<file path="config.mk">
export PLATFORM = sky130hd
export DESIGN_NAME = multicycle_controller
export DESIGN_NICKNAME = d
export VERILOG_FILES = /design/src/rtl/multicycle_controller.sv
export SDC_FILE = /design/constraint.sdc
export NUM_CORES = 1
export LEC_CHECK = 0
export ABC_CLOCK_PERIOD_IN_PS = 2800
export CORE_MARGIN = 5
export CORE_UTILIZATION = 34
export DETAILED_ROUTE_END_ITERATION = 7
export GPL_ROUTABILITY_DRIVEN = 0
export GPL_TIMING_DRIVEN = 0
export MAX_ROUTING_LAYER = met4
export PLACE_DENSITY = 0.8
export SLEW_MARGIN = 20
export SYNTH_ARGS = -nofsm -noshare
export SYNTH_HDL_FRONTEND = slang
export SYNTH_SLANG_ARGS = --single-unit
</file>
<file path="constraint.sdc">
create_clock -name clk -period 2.8 [get_ports clk]
set_clock_uncertainty 0.05 [all_clocks]
set_input_delay 0.56 -clock clk [delete_from_list [all_inputs] [get_ports clk]]
set_output_delay 0.56 -clock clk [all_outputs]
set_load 0.05 [all_outputs]
</file>
<file path="src/rtl/multicycle_controller.sv">
// Multicycle ARM control unit: sequences fetch/decode/execute/memory/writeback,
// drives the datapath selects and enables, and owns the NZCV flags and condition check.
module multicycle_controller (
   input  logic        clk,
   input  logic        reset,
   input  logic [31:0] Instr,
   input  logic [3:0]  ALUFlags,
   output logic        PCWrite,
   output logic        IRWrite,
   output logic        MemWrite,
   output logic        RegWrite,
   output logic        AdrSrc,
   output logic        ALUSrcA,
   output logic [1:0]  ALUSrcB,
   output logic [1:0]  ResultSrc,
   output logic [1:0]  ImmSrc,
   output logic [1:0]  RegSrc,
   output logic [3:0]  ALUControl,
   output logic [3:0]  Flags,
   output logic [3:0]  State
);

   localparam logic [3:0] S_FETCH  = 4'd0;
   localparam logic [3:0] S_DECODE = 4'd1;
   localparam logic [3:0] S_MEMADR = 4'd2;
   localparam logic [3:0] S_MEMRD  = 4'd3;
   localparam logic [3:0] S_MEMWB  = 4'd4;
   localparam logic [3:0] S_MEMWR  = 4'd5;
   localparam logic [3:0] S_EXECR  = 4'd6;
   localparam logic [3:0] S_EXECI  = 4'd7;
   localparam logic [3:0] S_ALUWB  = 4'd8;
   localparam logic [3:0] S_BRANCH = 4'd9;

   function automatic logic cond_holds(input logic [3:0] cond, input logic [3:0] nzcv);
      logic n, z, c, v;
      logic res;
      {n, z, c, v} = nzcv;
      case (cond)
         4'b0000: res = z;
         4'b0001: res = ~z;
         4'b0010: res = c;
         4'b0011: res = ~c;
         4'b0100: res = n;
         4'b0101: res = ~n;
         4'b0110: res = v;
         4'b0111: res = ~v;
         4'b1000: res = c & ~z;
         4'b1001: res = ~c | z;
         4'b1010: res = (n == v);
         4'b1011: res = (n != v);
         4'b1100: res = ~z & (n == v);
         4'b1101: res = z | (n != v);
         4'b1110: res = 1'b1;
         default: res = 1'b0;
      endcase
      return res;
   endfunction

   logic [3:0] state_r, next_state_s;
   logic [3:0] flags_r, flags_nx_s;
   logic [3:0] cond_s, cmd_s, rd_s, alu_dec_s;
   logic [1:0] op_s;
   logic       i_bit_s, s_bit_s, l_bit_s, condex_s;
   logic       nowrite_s, is_cmp_s, logical_s, supported_s, flag_wr_s;
   logic       pc_write_s, ir_write_s, mem_write_s, reg_write_s;
   logic       unused_s;

   assign cond_s   = Instr[31:28];
   assign op_s     = Instr[27:26];
   assign i_bit_s  = Instr[25];
   assign cmd_s    = Instr[24:21];
   assign s_bit_s  = Instr[20];
   assign l_bit_s  = Instr[20];
   assign rd_s     = Instr[15:12];
   assign unused_s = ^{Instr[19:16], Instr[11:0]};

   assign condex_s = cond_holds(cond_s, flags_r);
   assign ImmSrc   = op_s;
   assign RegSrc   = {(op_s == 2'b01), (op_s == 2'b10)};
   assign Flags    = flags_r;
   assign State    = state_r;

   // Data-processing command decode: ALU operation, write suppression, flag class
   always_comb begin
      alu_dec_s   = 4'b0000;
      nowrite_s   = 1'b1;
      is_cmp_s    = 1'b0;
      logical_s   = 1'b0;
      supported_s = 1'b1;
      case (cmd_s)
         4'b0100: begin alu_dec_s = 4'b0000; nowrite_s = 1'b0; end
         4'b0010: begin alu_dec_s = 4'b0001; nowrite_s = 1'b0; end
         4'b0000: begin alu_dec_s = 4'b0010; nowrite_s = 1'b0; logical_s = 1'b1; end
         4'b1100: begin alu_dec_s = 4'b0011; nowrite_s = 1'b0; logical_s = 1'b1; end
         4'b0001: begin alu_dec_s = 4'b0100; nowrite_s = 1'b0; logical_s = 1'b1; end
         4'b1010: begin alu_dec_s = 4'b0001; is_cmp_s  = 1'b1; end
         default: supported_s = 1'b0;
      endcase
   end

   // Logical ops keep the stored carry and overflow
   assign flag_wr_s  = ((state_r == S_EXECR) | (state_r == S_EXECI)) &
                       (s_bit_s | is_cmp_s) & condex_s & supported_s;
   assign flags_nx_s = {ALUFlags[3:2], logical_s ? flags_r[1:0] : ALUFlags[1:0]};

   // State register
   always_ff @(posedge clk or posedge reset) begin
      if (reset) state_r <= S_FETCH;
      else       state_r <= next_state_s;
   end

   // Flag register, captured at the end of an execute state
   always_ff @(posedge clk or posedge reset) begin
      if (reset)          flags_r <= 4'b0000;
      else if (flag_wr_s) flags_r <= flags_nx_s;
      else                flags_r <= flags_r;
   end

   // Next-state logic
   always_comb begin
      next_state_s = S_FETCH;
      case (state_r)
         S_FETCH:  next_state_s = S_DECODE;
         S_DECODE: begin
            case (op_s)
               2'b00:   next_state_s = i_bit_s ? S_EXECI : S_EXECR;
               2'b01:   next_state_s = S_MEMADR;
               2'b10:   next_state_s = S_BRANCH;
               default: next_state_s = S_FETCH;
            endcase
         end
         S_MEMADR: next_state_s = l_bit_s ? S_MEMRD : S_MEMWR;
         S_MEMRD:  next_state_s = S_MEMWB;
         S_EXECR:  next_state_s = S_ALUWB;
         S_EXECI:  next_state_s = S_ALUWB;
         default:  next_state_s = S_FETCH;
      endcase
   end

   // Per-state datapath controls; unused encodings leave every enable low
   always_comb begin
      pc_write_s  = 1'b0;
      ir_write_s  = 1'b0;
      mem_write_s = 1'b0;
      reg_write_s = 1'b0;
      AdrSrc      = 1'b0;
      ALUSrcA     = 1'b0;
      ALUSrcB     = 2'b00;
      ResultSrc   = 2'b00;
      ALUControl  = 4'b0000;
      case (state_r)
         S_FETCH: begin
            ir_write_s = 1'b1;
            pc_write_s = 1'b1;
            ALUSrcA    = 1'b1;
            ALUSrcB    = 2'b10;
            ResultSrc  = 2'b10;
         end
         S_DECODE: begin
            ALUSrcA   = 1'b1;
            ALUSrcB   = 2'b10;
            ResultSrc = 2'b10;
         end
         S_MEMADR: ALUSrcB = 2'b01;
         S_MEMRD:  AdrSrc  = 1'b1;
         S_MEMWB: begin
            ResultSrc   = 2'b01;
            reg_write_s = condex_s;
         end
         S_MEMWR: begin
            AdrSrc      = 1'b1;
            mem_write_s = condex_s;
         end
         S_EXECR: ALUControl = alu_dec_s;
         S_EXECI: begin
            ALUSrcB    = 2'b01;
            ALUControl = alu_dec_s;
         end
         S_ALUWB:  reg_write_s = condex_s & ~nowrite_s & (rd_s != 4'd15);
         S_BRANCH: begin
            ALUSrcB    = 2'b01;
            ResultSrc  = 2'b10;
            pc_write_s = condex_s;
         end
         default: ALUControl = 4'b0000;
      endcase
   end

   assign PCWrite  = pc_write_s  & ~reset;
   assign IRWrite  = ir_write_s  & ~reset;
   assign MemWrite = mem_write_s & ~reset;
   assign RegWrite = reg_write_s & ~reset;

endmodule
</file>
==> results of run 1 <==
[per-stage QoR]
step / TNS [ps] / area [um^2]
4_1_cts: -11.1 / 1470
2_1_floorplan: -445 / 906
3_3_place_gp: -3930 / 1390
5_1_grt: -71.2 / 1550
6_report: 0 / 1550
3_5_place_dp: -4230 / 1390
[final timing paths]
path / slack [ps] / startpoint / cells after the start / to
max: 40 / Instr[29] / 8 / MemWrite
min: 490 / Flags[2] / 1 / Flags[2]
max reg2reg: 430 / Flags[2] / 8 / Flags[0]
min reg2reg: 490 / Flags[2] / 1 / Flags[2]
max in group asynchronous: 1900 / reset / 2 / Flags[1]
min in group asynchronous: 540 / reset / 2 / State[3]
[metal layers]
metal | GRT usage (%) | wire (um) | up-vias | part of all wire, %
met2 | 25.0 | 1350 | 38 | 49
met3 | 2.98 | 200 | 4 | 7.2
li1 | - | - | 503 | -
met5 | - | 0 | - | 0
met4 | 4.64 | 28 | 0 | 1.0
met1 | 18.0 | 1200 | 464 | 43
[placed cells by master, fill, tap and decap left out, types with 6 or more instances in the layout]
cell type and n:
nor3_1 8, clkdlybuf4s50_1 29, dlygate4sd2_1 7, nor2_1 10, nand2_1 9, buf_4 9
buf_6 6
[power by group through the flow]
stage	Combinational, uW	Clock, uW	Sequential [uW]
detailed placement	1020	0	219
global placement	1010	0	216
floorplan	562	0	351
CTS	1030	94.4	225
global route	1150	102	229
finish	1090	92.3	220
[layout make-up]
type,instances,area [um^2]
tap,30,37.5
buffer,9,61.3
sequential,8,205
fill,210,905
timing repair buffer,52,489
clock buffer,4,26.3
multi-input combinational,86,716
inverter,4,15.0
[registers in the layout, indices dropped and copies added (netlist names)]
name,count
State,4
Flags,4
[repair_timing]
| action | in CTS | in global routing |
|---|---|---|
| gates cloned | 0 | 0 |
| resized for setup | 48 | 23 |
| pin swaps | 7 | 4 |
| endpoints found under the setup margin | 11 | 8 |
| setup buffers | 2 | 5 |
[cells by family after synthesis]
logic type,Yosys count,synth area share [%]
AOI/OAI and AO/OA,22,20.7
xor gates and xnor gates,5,5.04
buffers and inverters,13,7.91
DFF,8,23.0
muxes,7,8.78
other,1,0.431
and+or+nand+nor,51,34.1
==> summary.md, run 1 <==
| Metric | Value |
|---|---|
| DRT Wirelength | approximately 2.8 mm |
| Final Hold Fails | 0 |
| Worst slew pin tran | 521 ps |
| Top post-synthesis cells by area | dfrtp_1 23%, mux2_1 6.5%, nor3_1 5.8%, nor2_1 4.3%, nand2_1 3.9% |
| Die Width | 60.6 um |
| Num CTS Buffers | 3 |
| Sw Share | 57.4% |
| FFs w/ async S/R, synth | 100% |
| Mapped Cells | 107 |
| Pre-Repair DR Iteration Count | 4 |
| Most frequent CP cell | buf_6 |
| Largest net degree at the start of global routing | 11 |
| Clock Sinks | 8 |
| CP max stage cell | or3_4 |
| Crit path largest cell delay | roughly 330 ps |
| Nets | 202 |
| Sequential-to-total area share from yosys stat | a little under a quarter |
| Placed insts | about 180 |
| Synth area leader | dfrtp_1 |
| Share of cells above drive strength 1 | 29.4% |
| Run status | finished clean |
| HPWL Detailed | between 2 and 2.5 mm |
| Crit path time final | about 2800 ps |
| WS Path Type | in2out |
| Hold Crit Class | reg2reg |
| Area share of the largest cell type after synthesis | about 23% |
| Crit end category | output pin |
| GRT Total Usage | 15.0% |
| Overall power | 1410 uW |
| Die Ht | 60.6 um |
| DR iter-0 viols | 47 |
| Clk buf depth | 2 |
| Main flop type after synthesis | dfrtp_1 |
| Pre-CTS WS | -1180 ps |
| CP arrival | around 2200 ps |
| Overflow after GRT | 0 |
| Vias | 1009 |
| Starting Density | between 30% and 40% |
| Share of the core filled with cells | 63.1% |
| Area of the mapped netlist | 870 um^2 |
| Family with the most delay on the worst path | simple AND/OR/NAND/NOR gates |
| Top-Level Pins | 64 |
| Final WS setup | 42.8 ps |
| Num rows | 18 |
| Max-Cap Viols | 0 |
| Residual DRC | 0 |
| Cell Count, Final, Fillers Out | between 150 and 200 |
| Worst hold slack | 490 ps |
| Wire length per cell | roughly 14 um |
| CTS Hold Bufs | 0 |
| Count of final setup violators | 0 |
| Synth-to-Final Area Change | 78.3% |
| EDFF count, synth | 0 |
| Syn avg cell area | 8.13 um^2 |
| Slew Viols, Final | 0 |
| I/O Buffers | between 40 and 50 |
| Worst VDD drop | around 0.00075 V |
| Core Area | around 2500 um^2 |
| Logic pwr share | 77.8% |
| CTS tree | built |
| P_sw | 807 uW |
| Die area | 3670 um^2 |
| Critical Path RT | ~2200 ps |
| Power density cells | about 900 nW/um^2 |
| Share of power burned in registers | 15.6% |
| Tcrit/Tclk final | 98.5% |
| Final ANT Viol Nets | 0 |
| Antenna violations before repair | 0 |
| CP bufs+invs | 3 |
| Relative slew slack | around 65% |
| Post-synth cell types | 44 |
| CTS H-tree lvls | 1 |
| Leakage Power | 0.000651 uW |
| Yosys warning count | 0 |
| Pint | roughly 600 uW |
| Vias per inst | 5.23 |
| Clock transition at path regs | about 60 ps |
| Clock Power Share | 6.6% |
| Clock latency on the worst-skew pair | 250 ps |
| Worst-path maximum fanout | 9 |
| Startpoint types | input pin |
| Total nets after synthesis | 145 |
| CP cell instances | buf_6, mux2_4, or3_4, a21oi_2, a221oi_4, buf_6, nor4b_4, buf_6 |
| Synth top cells by count | 10 x nor2_1, 10 x nor3_1, 9 x nand2_1 |
| First-pass GRT wire length | between 4 and 5 mm |
| Vias in the first global route | 985 |
| Fmax | 0.363 GHz |
| RSZ-0062 raised after global routing | true |
| Number of synthesized register bits | 8 |
| Clock root cell | clkbuf_4 |
| Ant diodes | 0 |
Power figures use the tool's default switching activity.
==> run 2: changes to the inputs <==
==> constraint.sdc (replaced) <==
create_clock -name clk -period 2.8 [get_ports clk]
set_clock_uncertainty 0.05 [all_clocks]
set_input_delay 0.84 -clock clk [delete_from_list [all_inputs] [get_ports clk]]
set_output_delay 0.84 -clock clk [all_outputs]
set_load 0.05 [all_outputs]
==> run 2 against run 1 <==
  * The flow now finishes with violations (negative setup slack)
  * Utilization rose by 4.7 points
  * Cell area rose by 7.4%
  * Sequential share of layout area decreased by 1.2 points
  * First-iteration DRC count is 62% lower
  * Power increased by 2.8%
  * Via count rose by 2.5%
  * Worst setup slack worse by 510 ps
  * Maximum frequency decreased by 16%
  * Critical endpoint is now PCWrite
  * Largest cell class unchanged
  * Largest power group unchanged
==> summary.md, run 2 (synthesis results as in run 1) <==
| Metric | Value |
|---|---|
| Placed cell areas | 1480 um^2 |
| Die Width | about 60 um |
| Fmax | 0.306 GHz |
| DR iter-0 viols | 18 |
| Reg2reg setup slack | 300 ps |
| First-pass GRT wire length | 4.75 mm |
| CP max stage cell | a221oi_4 |
| Most frequent cells in the layout | 20 x clkdlybuf4s50_1, 13 x buf_4, 9 x nor2_1 |
| HPWL Detailed | 2.18 mm |
| Residual DRC | 0 |
| CTS Hold Bufs | 0 |
| RSZ-0062 raised after global routing | true |
| Nets | approximately 200 |
| Final WS setup | -470 ps |
| Worst hold path depth | 1 |
| Clock root cell | clkbuf_4 |
| DRT Wirelength | 2.91 mm |
| Tcrit/Tclk final | 117% |
| Filler instances | 208 |
| Relative slew slack | 61.9% |
| CP Depth | 8 |
| GRT Total Usage | 17.6% |
| Vias | a little over 1000 |
| Count of final setup violators | 3 |
| Share of the core filled with cells | 67.8% |
| Slew Viols, Final | 0 |
| Vias per inst | 5.36 |
| Antenna violations before repair | 0 |
| Critical Path RT | approximately 1900 ps |
| Clock transition at path regs | 50 ps |
| Vias in the first global route | between 1000 and 1500 |
| Core Area | about 2500 um^2 |
| Crit path time final | 3270 ps |
| Die area | 3670 um^2 |
| Final ANT Viol Nets | 0 |
| Worst VDD drop | about 0.0007 V |
| Ant diodes | 0 |
| Run status | complete, but fails checks |
| Die Ht | 60.6 um |
| Worst reg-to-reg path cell count | 8 |
| Worst-path maximum fanout | 3 |
| Final Cell Area | 1670 um^2 |
| Starting Density | 35.4% |
| Crit path largest cell delay | about 340 ps |
| Num CTS Buffers | 3 |
| Hold Crit Class | reg2reg |
| Family with the most delay on the worst path | compound AO/OA/AOI/OAI gates |
| Clk buf depth | 2 |
| I/O Buffers | 45 |
| Clock latency on the worst-skew pair | between 200 and 300 ps |
| Most common cell after layout, fill and taps aside | clkdlybuf4s50_1 |
| Num rows | 18 |
| Failing checks | negative setup slack |
| Overflow after GRT | 0 |
| CP bufs+invs | 2 |
| Top-Level Pins | 64 |
| Startpoint types | input pin |
| Power density cells | 868 nW/um^2 |
| CP cell instances | buf_8, and3b_2, o31ai_4, o311ai_4, a221oi_4, nor3_2, or2_4, buf_8 |
| WS Path Type | in2out |
| Clock Sinks | 8 |
| Wire length per cell | 15.1 um |
| CTS H-tree lvls | 1 |
| Most frequent CP cell | buf_8 |
| Leakage Power | 0.000675 uW |
| Max-Cap Viols | 0 |
| Crit end category | output pin |
| Final Hold Fails | 0 |
| Pre-Repair DR Iteration Count | 4 |
| Worst slew pin tran | 572 ps |
| CP arrival | approximately 2400 ps |
| Synth-to-Final Area Change | 91.5% |
| CTS tree | built |
| Largest net degree at the start of global routing | 11 |
| Share of cells above drive strength 1 | 42.3% |
run 2: final timing paths:
check	end	start
min in group asynchronous	Flags[1]	reset
min	Flags[1]	Flags[1]
max reg2reg	Flags[0]	Flags[3]
max	PCWrite	Instr[30]
max in group asynchronous	Flags[3]	reset
min reg2reg	Flags[1]	Flags[1]
run 2: final cells by class:
cell class	instances	area [um^2]	area share, %
inverters	4	15.0	0.902
clock buffers	3	22.5	1.35
repair buffers	54	519	31.2
well taps	30	37.5	2.25
plain buffers	8	71.3	4.28
flip-flops and latches	8	200	12.0
multi-input cells	86	800	48.0
run 2: through the flow:
step           hold slack, ps  TNS, ps  cells  setup WS, ps  power, uW
3_3_place_gp              558   -12160    182         -1820       1290
2_1_floorplan             606    -1460    107          -543        975
5_1_grt                   620    -1500    193          -544       1520
4_1_cts                   589    -1330    193          -484       1450
3_5_place_dp              570   -12380    182         -1830       1300
6_report                  579    -1300    193          -470       1450
run 2: repair_timing:
action,4_1_cts,5_1_grt
endpoints found under the setup margin,21,11
pin swaps,10,7
buffers inserted,8,1
resized for setup,110,19
run 2: power breakdown:
part | switching, uW | leakage, uW | total, uW | internal (uW)
registers | 93.0 | 0.000106 | 250 | 157
clock network | 35.2 | 0.0000138 | 83.9 | 48.8
logic | 717 | 0.000555 | 1110 | 395
total | 845 | 0.000675 | 1450 | 601
run 2: layer usage:
| layer | wire [um] | vias up | GRT usage, % |
|---|---|---|---|
| met1 | 1080 | 487 | 18.7 |
| met2 | 1540 | 40 | 31.3 |
| met5 | 0 | - | - |
| met4 | 80 | 0 | 8.67 |
| li1 | - | 499 | - |
| met3 | 205 | 8 | 2.77 |
==> run 3: changes to the inputs <==
--- a/config.mk
+++ b/config.mk
@@ -5,6 +5,7 @@
 export SDC_FILE = /design/constraint.sdc
 export NUM_CORES = 1
 export LEC_CHECK = 0
+export ABC_AREA = 1
 export ABC_CLOCK_PERIOD_IN_PS = 2800
 export CORE_MARGIN = 5
 export CORE_UTILIZATION = 34
==> run 3 against run 2 <==
  * The flow still finishes with violations (negative setup slack)
  * First-iteration DRC count increased to 3.1 times the previous value
  * Power decreased by 12%
  * Routed wire length increased by 7.2%
  * Worst setup slack improved by 470 ps
  * Combinational power decreased by 12%
  * Count of clock-buffer cells in the layout unchanged
  * Final cell count increased by 18%
  * Worst hold slack got worse by 110 ps
  * Sequential share of layout area increased by 1.2 points
  * Largest cell class unchanged
  * Highest routed layer unchanged
==> summary.md, run 3 <==
| Metric | Value |
|---|---|
| Worst reg-to-reg path cell count | 13 |
| CTS tree | built |
| Most frequent cells in the layout | 33 x nand2_1, 20 x clkdlybuf4s50_1, 18 x inv_1 |
| I/O Buffers | 46 |
| Largest net degree at the start of global routing | 9 |
| Wire length per cell | 13.7 um |
| Most common cell after layout, fill and taps aside | nand2_1 |
| Leakage Power | 0.000724 uW |
| Nets | 238 |
| Slew Viols, Final | 0 |
| Final Hold Fails | 0 |
| Ant diodes | 0 |
| Hold Crit Class | reg2reg |
| Final WS setup | -3.19 ps |
| Sequential-to-total area share from yosys stat | between 20 and 25% |
| Vias in the first global route | 1220 |
| Mapped Cells | 144 |
| Clock latency on the worst-skew pair | 250 ps |
| Worst-path maximum fanout | 7 |
| Crit path launch | Instr[29] |
| Final ANT Viol Nets | 0 |
| FFs w/ async S/R, synth | between 90% and 100% |
| Run status | complete, but fails checks |
| Worst slew pin tran | 522 ps |
| Origin of the worst min-delay path | Flags[1] |
| Number of synthesized register bits | 8 |
| FF+latch area | 200 um^2 |
| Tcrit/Tclk final | 100% |
| Share of power burned in registers | 16.0% |
| Share of cells above drive strength 1 | 35.4% |
| Core Area | 2450 um^2 |
| Top-Level Pins | 64 |
| Post-route setup TNS | -3.19 ps |
| Die Width | 60.5 um |
| Max-Cap Viols | 0 |
| Syn avg cell area | 6.02 um^2 |
| Placed cell areas | 1380 um^2 |
| Vias | 1128 |
| DRT Wirelength | 3.12 mm |
| Final Cell Area | 1510 um^2 |
| Top post-synthesis cells by area | dfrtp_1 23%, nand2_1 15%, nor2_1 9.1%, nand3_1 8.7%, inv_1 8.2% |
| CTS H-tree lvls | 1 |
| Count of final setup violators | 1 |
| Num rows | 18 |
| Starting Density | 35.3% |
| Die area | 3660 um^2 |
| Area of the mapped netlist | 867 um^2 |
| Clk buf depth | 2 |
| Synth top cells by count | 34 x nand2_1, 21 x nor2_1, 19 x inv_1 |
| First-pass GRT wire length | 5.02 mm |
| Yosys warning count | 0 |
| GRT Total Usage | between 15 and 20% |
| Antenna violations before repair | 0 |
| Crit path time final | 2800 ps |
| Fmax | approximately 0.36 GHz |
| Worst hold slack | 472 ps |
| Synth-to-Final Area Change | 74.3% |
| Num CTS Buffers | 3 |
| Pre-Repair DR Iteration Count | 4 |
| HPWL Detailed | between 2 and 2.5 mm |
| CP arrival | ~1900 ps |
| EDFF count, synth | 0 |
| Critical Path RT | around 1900 ps |
| Clock Power Share | slightly below 7% |
| Worst hold path depth | 2 |
| Power density cells | 840 nW/um^2 |
| Startpoint types | input pin |
| Failing checks | negative setup slack |
| Pint | 484 uW |
| Overflow after GRT | 0 |
| Synth area leader | dfrtp_1 |
| Sw Share | between 60% and 70% |
| Worst VDD drop | ~0.00089 V |
| Vias per inst | 4.95 |
| Area of the multi-input gates | 656 um^2 |
| FF-to-FF Start | Flags[3] |
| Post-synth cell types | 29 |
| Clock Sinks | 8 |
| Crit end category | output pin |
| RSZ-0062 raised after global routing | true |
| CTS Hold Bufs | 0 |
| Clock transition at path regs | roughly 50 ps |
| Clock root cell | clkbuf_4 |
| Residual DRC | 0 |
| Total nets after synthesis | 182 |
| Area share of the largest cell type after synthesis | between 20% and 30% |
| DR iter-0 viols | 56 |
| Filler instances | about 240 |
| Main flop type after synthesis | dfrtp_1 |
| Die Ht | 60.5 um |
| WS Path Type | in2out |
| Relative slew slack | 65.1% |
| P_sw | 786 uW |
| Most frequent cell after synthesis | nand2_1 |
| Logic pwr share | 77.3% |
==> run 3: cell types whose count changed after synthesis, moves of 4 or more <==
| cell | previous run | this run |
|---|---|---|
| nor2_1 | 10 | 21 |
| nand2_1 | 9 | 34 |
| inv_1 | 4 | 19 |
| nand3_1 | 2 | 15 |
| nor2b_1 | 5 | 0 |
| inv_2 | 0 | 5 |
| nand2_2 | 0 | 5 |
| a211oi_1 | 4 | 0 |
| mux2_1 | 5 | 0 |
| nor3_1 | 10 | 3 |
==> run 3: path summary, 6_finish.rpt <==
| kind | end | slack (ps) |
|---|---|---|
| setup / recovery | PCWrite | -3 |
| hold / removal | Flags[1] | 470 |
| setup reg to reg | Flags[0] | 1160 |
| hold reg to reg | Flags[1] | 470 |
| max in group asynchronous | State[0] | 1930 |
| min in group asynchronous | Flags[2] | 580 |
==> run 3: what timing repair did <==
item                       4_1_cts  5_1_grt
setup endpoints to repair       17        9
buffers inserted                 4        1
pin swaps                        6       11
resized for setup              101       36
==> run 3: layout make-up <==
class / instances / area share, %
multi-input cells: 107 / 43.4
repair buffers: 51 / 31.0
flip-flops and latches: 8 / 13.2
clock buffers: 3 / 1.49
well taps: 30 / 2.48
plain buffers: 4 / 1.74
inverters: 25 / 6.62
==> run 3: metal layers <==
metal | share of wire (%) | vias to the layer above | track usage [%]
met5 | 0 | - | -
met4 | 2.2 | 0 | 6.19
met3 | 7.1 | 7 | 4.04
met2 | 52 | 46 | 34.0
met1 | 39 | 513 | 19.3
li1 | - | 562 | -
==> run 3: power by group through the flow <==
stage	Combinational, uW	Clock (uW)	Sequential (uW)
2_1_floorplan	534	0	329
6_report	981	85.7	203
3_3_place_gp	959	0	203
5_1_grt	1040	96.7	212
3_5_place_dp	974	0	202
4_1_cts	953	88.8	201
==> run 3: kinds of logic after synthesis <==
kind of cell | Yosys count | synth area share [%]
flip-flops | 8 | 23.1
buffers and inverters | 29 | 13.9
other | 1 | 0.432
AO/OA/AOI/OAI | 17 | 14.7
AND/OR/NAND/NOR | 89 | 47.9
==> run 3: through the flow <==
| step | std cells | worst slack (ps) | total power (uW) | util, % |
|---|---|---|---|---|
| final | 228 | -3.19 | 1270 | 61.6 |
| after global routing | 228 | -84.9 | 1350 | 61.6 |
| after CTS | 227 | -16.5 | 1240 | 58.1 |
| after detailed placement | 220 | -1190 | 1180 | 56.2 |
| after global placement | 220 | -1110 | 1160 | 56.2 |
| after floorplan | 144 | -66.7 | 863 | - |
==> run 3: worst max-delay path, stage by stage <==
cell	delay (ps)
buf_8	100
inv_1	60
nor2_2	150
nand2_1	60
nand2_1	60
inv_1	40
o21ai_2	50
nor2_2	60
nand2_4	80
nand2_4	80
o21ai_4	130
buf_6	170
